## src/rtl/ee357_pc_update_unit.sv

```systemverilog
// Program-counter update unit: owns the PC register, resolves (optionally inverted)
// branch conditions, holds a redirect across stalls and keeps a small return-address stack.
module ee357_pc_update_unit #(
    parameter int unsigned      WIDTH     = 32,
    parameter int unsigned      INC       = 4,
    parameter logic [WIDTH-1:0] RESET_VEC = '0,
    parameter logic [WIDTH-1:0] EXC_VEC   = WIDTH'('h80),
    parameter int unsigned      RAS_DEPTH = 4
) (
    input  logic             clk,
    input  logic             rst_n,
    input  logic             pc_write,
    input  logic             pc_write_cond,
    input  logic [1:0]       cond_sel,
    input  logic             cond_inv,
    input  logic [3:0]       flags,
    input  logic [1:0]       src_sel,
    input  logic [WIDTH-1:0] target,
    input  logic             push,
    input  logic             stall,
    output logic             take,
    output logic [WIDTH-1:0] pc,
    output logic             pc_written,
    output logic             pending,
    output logic             ras_empty,
    output logic             ras_full,
    output logic             ras_err
);

    localparam int unsigned IW = (RAS_DEPTH > 1) ? $clog2(RAS_DEPTH) : 1;
    localparam int unsigned CW = $clog2(RAS_DEPTH + 1);

    typedef enum logic [1:0] {
        SRC_SEQ    = 2'd0,
        SRC_TARGET = 2'd1,
        SRC_RAS    = 2'd2,
        SRC_EXC    = 2'd3
    } src_e;

    logic [WIDTH-1:0] ras_mem [RAS_DEPTH];
    logic [CW-1:0]    ras_count;
    logic [IW-1:0]    top_idx;
    logic [IW-1:0]    free_idx;
    logic [WIDTH-1:0] pc_inc;
    logic [WIDTH-1:0] next_addr;
    logic [WIDTH-1:0] pend_addr;
    logic             do_pop;
    logic             do_push;

    assign take      = pc_write | (pc_write_cond & (flags[cond_sel] ^ cond_inv));
    assign pc_inc    = pc + WIDTH'(INC);
    assign ras_empty = (ras_count == '0);
    assign ras_full  = (ras_count == CW'(RAS_DEPTH));
    assign top_idx   = IW'(ras_count - CW'(1));
    assign free_idx  = IW'(ras_count);
    assign do_pop    = take & (src_e'(src_sel) == SRC_RAS);
    assign do_push   = take & push;

    // NOTE: every always_comb output gets a default before the case so no latch is inferred.
    always_comb begin
        next_addr = pc_inc;
        case (src_e'(src_sel))
            SRC_SEQ:    next_addr = pc_inc;
            SRC_TARGET: next_addr = target;
            SRC_RAS:    next_addr = ras_empty ? EXC_VEC : ras_mem[top_idx];
            SRC_EXC:    next_addr = EXC_VEC;
            default:    next_addr = pc_inc;
        endcase
    end

    // NOTE: the stack storage is deliberately not reset; ras_count alone defines which
    // entries are valid, so the array maps onto plain registers without a reset net.
    always_ff @(posedge clk) begin
        if (do_push) begin
            if (do_pop && !ras_empty) begin
                ras_mem[top_idx] <= pc_inc;
            end else if (!ras_full) begin
                ras_mem[free_idx] <= pc_inc;
            end
        end
    end

    // An underflowing pop leaves the stack empty, so a simultaneous push lands in slot 0.
    always_ff @(posedge clk or negedge rst_n) begin
        if (!rst_n) begin
            ras_count <= '0;
            ras_err   <= 1'b0;
        end else begin
            case ({do_push, do_pop})
                2'b01: begin
                    if (ras_empty) ras_err   <= 1'b1;
                    else           ras_count <= ras_count - CW'(1);
                end
                2'b10: begin
                    if (ras_full) ras_err   <= 1'b1;
                    else          ras_count <= ras_count + CW'(1);
                end
                2'b11: begin
                    if (ras_empty) begin
                        ras_err   <= 1'b1;
                        ras_count <= CW'(1);
                    end
                end
                default: ;
            endcase
        end
    end

    // NOTE: sequential state uses non-blocking assignments so every register samples
    // the pre-edge values of its neighbours regardless of statement order.
    always_ff @(posedge clk or negedge rst_n) begin
        if (!rst_n) begin
            pc         <= RESET_VEC;
            pend_addr  <= RESET_VEC;
            pending    <= 1'b0;
            pc_written <= 1'b0;
        end else begin
            pc_written <= 1'b0;
            if (take) begin
                if (stall) begin
                    pend_addr <= next_addr;
                    pending   <= 1'b1;
                end else begin
                    pc         <= next_addr;
                    pending    <= 1'b0;
                    pc_written <= 1'b1;
                end
            end else if (!stall && pending) begin
                pc         <= pend_addr;
                pending    <= 1'b0;
                pc_written <= 1'b1;
            end
        end
    end

endmodule

```

## config.mk

```make
export PLATFORM = sky130hd
export DESIGN_NAME = ee357_pc_update_unit
export DESIGN_NICKNAME = d
export VERILOG_FILES = /design/src/rtl/ee357_pc_update_unit.sv
export SDC_FILE = /design/constraint.sdc
export NUM_CORES = 1
export LEC_CHECK = 0
export CORE_MARGIN = 1
export CORE_UTILIZATION = 57
export CTS_CLUSTER_SIZE = 16
export DETAILED_ROUTE_END_ITERATION = 16
export PLACE_DENSITY_LB_ADDON = 0.15
export SYNTH_ARGS = -nofsm -noshare
export SYNTH_HDL_FRONTEND = slang
export SYNTH_SLANG_ARGS = --single-unit
```

## constraint.sdc

```tcl
create_clock -name clk -period 5.1 [get_ports clk]
set_input_delay 1.02 -clock clk [delete_from_list [all_inputs] [get_ports clk]]
set_output_delay 1.02 -clock clk [all_outputs]
set_load 0.02 [all_outputs]
```

==> impl_metrics.toml <==
[setup_path]
critical_path_required_ps = 4080
number_of_buffer_and_inverter_stages_on_the_critical_path = 3
cp_max_fo = 13
crit_path_cell_trace = "clkdlybuf4s50_1, mux4_2, xor2_1, a21oi_2, inv_2, clkdlybuf4s50_1"
critical_path_arrival_ps = 3150
cp_slowest_stage_delay_ps = 650
cp-start-kind = "input port"
crit_path_top_delay_cell = "sky130_fd_sc_hd__clkdlybuf4s50_1"
worst-setup-path-type = "input port to output port"
critPathMostFrequentCell = "sky130_fd_sc_hd__clkdlybuf4s50_1"
endpoint_kind = "output port"
crit_family = "buffers and inverters"

[pwr]
seqPwrFrac_pct = 43.3
p_clk_share_pct = 25.1
internal_power_mw = 3.74
power_density_mw_per_mm2 = 523
combPwrFrac_pct = 31.6
power_leakage_nw = 3.92
net-switching-power_mw = 1.81
netSwitchingFraction_pct = 32.6
peak_supply_drop_uv = 367

[clocking]
cts_hold_buffers = 0
clock_tree.buffer_depth = 2
post_cts_buffers = 0
clock_insertion_delay_worst_skew_ps = 440
numClockSinks = 198
cts_root_buffer = "sky130_fd_sc_hd__clkbuf_16"
cts_made_buffers = 17
tritoncts = "yes"
clk_transition_reported_paths_ps = 60
h-tree-depth = 4
cts_repair_resize_count = 0

[timing]
timing.final.setup_violations = 0
final_period_minus_worst_setup_slack_ps = 4170
worst_slew_pin_slew_ps = 1270
fin_setup_tns_ps = 0
slew_viol_final = 0
grt_setup_unrepaired = "no"
fmax_mhz = 240
fin_worst_skew_ps = 8.95
slew-limit-headroom_pct = 15.0
finalHoldViolations = 0
fin_crit_sh_pct = 81.8

[logic_synthesis]
synth_fp_nets = 719
synth.yosys.seq_area_share_pct = 62.6
synth.distinct_cells = 56
synthDominantCellAreaShare_pct = 43.0
netlist_top_cells_area = "sky130_fd_sc_hd__edfxtp_1 43%, sky130_fd_sc_hd__dfrtp_1 20%, sky130_fd_sc_hd__mux4_2 8.3%"
synth_seq_cells = 198
number_of_enable_type_register_cells_in_the_synthesized_netlist = 128
synth_cells = 668
yosysMostFrequentCell = "sky130_fd_sc_hd__edfxtp_1"
syn_area_per_cell_sq_um = 13.4
cell_area_after_technology_mapping_sq_mm = 0.00894
synth.cells.most_frequent = "128 x sky130_fd_sc_hd__edfxtp_1, 84 x sky130_fd_sc_hd__nand2_1, 70 x sky130_fd_sc_hd__dfrtp_1"
synth_top_cell_by_area = "sky130_fd_sc_hd__edfxtp_1"
dominantRegCellSynth = "sky130_fd_sc_hd__edfxtp_1"
synth-async-reset-ratio_pct = 35.4
ys_warn_count = 0

[run_status]
status = "finished, final reports clean"

[routing]
routed-via-count = 6130
detail_route.wl_per_cell_microns = 22.7
drtAntennaViolNets = 0
drt_iter0_drc = 707
vias_per_cell = 6.34
first_pass_iters = 6
wirelength_microns = 22000
drcViolationCount = 0

[final_layout]
multiInputGateArea_sq_mm = 0.00312
finalNonFillerCells = 967
finalNetCount = 795
post_route_utilization_pct = 69.4
areaGrowthSynthToFinish_pct = 18.5
filler_cell_count = 1052
antenna-diode-count = 0
layout-drive-gt1-share_pct = 14.8
sequential_standard_cell_area_sq_mm = 0.00560

[die]
placementRows = 45
die_width_microns = 127
core_sq_mm = 0.0153
top_level_ports = 85
floorplan.initialDensity_pct = 58.6
die-area_sq_mm = 0.0162
height_of_the_die_microns = 127

[placed_design]
port_buffers = 84
inst_count_dp = 936
gp_congestion = 0.788
place.detailed.hpwl_microns = 13300

[global_routing]
grt_antenna_before_repair = 0
globalRoute.totalOverflow = 0
global_route_wire_length_before_repair_microns = 33700
gr-usage-all-layers_pct = 28.6
grt_pass1_vias = 6117
maximum_number_of_pins_on_one_net_before_global_route_repair = 71

[run]
cap_viol_max_count = 0

[hold_path]
min-delay-path-class = "flop to flop"
==> layout make-up <==
class,count,share of cell area (%)
inverter,15,0.531
timing repair buffer,99,8.97
clock buffer,22,4.38
multi-input combinational,413,29.4
sequential,198,52.8
clock inverter,9,1.36
tap,211,2.49
==> metrics by stage <==
stage	worst slack, ps	power, mW	cell area [sq um]	hold slack (ps)
finish	930	5.54	10600	471
global route	855	5.77	10600	496
CTS	927	5.55	10600	481
detailed placement	832	4.16	9990	461
global placement	930	4.10	9990	456
floorplan	805	3.56	8940	445
==> placed cells by master (no fill, tap or decap), types with 4 or more instances in the layout <==
master                              n
sky130_fd_sc_hd__a211oi_1           8
sky130_fd_sc_hd__a22oi_1            9
sky130_fd_sc_hd__clkdlybuf4s50_1   83
sky130_fd_sc_hd__nand4_1            6
sky130_fd_sc_hd__o211ai_1          12
sky130_fd_sc_hd__a21boi_0           5
sky130_fd_sc_hd__a21oi_1           28
sky130_fd_sc_hd__clkbuf_16         17
sky130_fd_sc_hd__nand3_1           28
sky130_fd_sc_hd__xnor2_1           15
sky130_fd_sc_hd__nor2_1            17
sky130_fd_sc_hd__a222oi_1           4
sky130_fd_sc_hd__and3_1            11
sky130_fd_sc_hd__buf_4             16
sky130_fd_sc_hd__o21ai_1           10
sky130_fd_sc_hd__o21ai_0           60
sky130_fd_sc_hd__xnor2_2           10
sky130_fd_sc_hd__and2_1             5
sky130_fd_sc_hd__mux4_2            33
sky130_fd_sc_hd__a22o_1             7
sky130_fd_sc_hd__inv_1             13
sky130_fd_sc_hd__mux2_2             4
sky130_fd_sc_hd__edfxtp_1         128
sky130_fd_sc_hd__dfrtp_1           69
sky130_fd_sc_hd__nand2_1           84
sky130_fd_sc_hd__xor2_1             5
sky130_fd_sc_hd__ha_1               4
==> flip-flops by register name, indices dropped and copies added (netlist names) <==
register,flops
ras_count,3
pc_written,1
ras_err,1
pending,1
pc,32
pend_addr,32
ras_mem,128
==> path summary, 6_finish.rpt <==
kind	startpoint	cells past startpoint	end	slack, ps
min reg2reg	ras_err	1	ras_err	470
max reg2reg	ras_count[1]	9	ras_mem[1][23]	1940
min in group asynchronous	rst_n	1	ras_count[2]	730
max in group asynchronous	rst_n	1	ras_count[0]	3750
max	cond_sel[0]	6	take	930
min	ras_err	1	ras_err	470
==> layer usage <==
metal,part of all wire (%),up-vias,track usage [%]
li1,-,2683,-
met1,41,3083,38.0
met2,50,332,47.5
met3,7.9,32,5.90
met4,1.8,0,9.59
met5,0,-,0
==> power by group through the flow <==
| stage | clock (mW) | sequential [mW] | combinational [mW] |
|---|---|---|---|
| 2_1_floorplan | 0 | 2.44 | 1.12 |
| 3_3_place_gp | 0 | 2.40 | 1.70 |
| 3_5_place_dp | 0 | 2.42 | 1.74 |
| 4_1_cts | 1.41 | 2.39 | 1.75 |
| 5_1_grt | 1.47 | 2.43 | 1.88 |
| 6_report | 1.39 | 2.40 | 1.75 |
==> logic make-up (layout without fill, tap and decap cells) <==
kind of cell    count (synthesis)  after routing  synth area share (%)
flops                         198            198                  62.6
simple gates                  177            177                  9.77
compound gates                165            165                  11.5
buf+inv                        57            145                  3.01
mux                            37             37                  8.82
xor+xnor                       30             30                  3.78
fa+ha+maj                       4              4                 0.560
==> worst reg2reg max path, cell delays in order (launching register included) <==
cell,delay (ps)
sky130_fd_sc_hd__dfrtp_1,430
sky130_fd_sc_hd__inv_1,110
sky130_fd_sc_hd__ha_1,240
sky130_fd_sc_hd__nand2b_1,290
sky130_fd_sc_hd__inv_1,160
sky130_fd_sc_hd__nor2_2,640
sky130_fd_sc_hd__and3_1,260
sky130_fd_sc_hd__a31oi_1,70
sky130_fd_sc_hd__nor2_4,130
sky130_fd_sc_hd__buf_4,450
No activity file was read; power rests on OpenSTA's default activity.
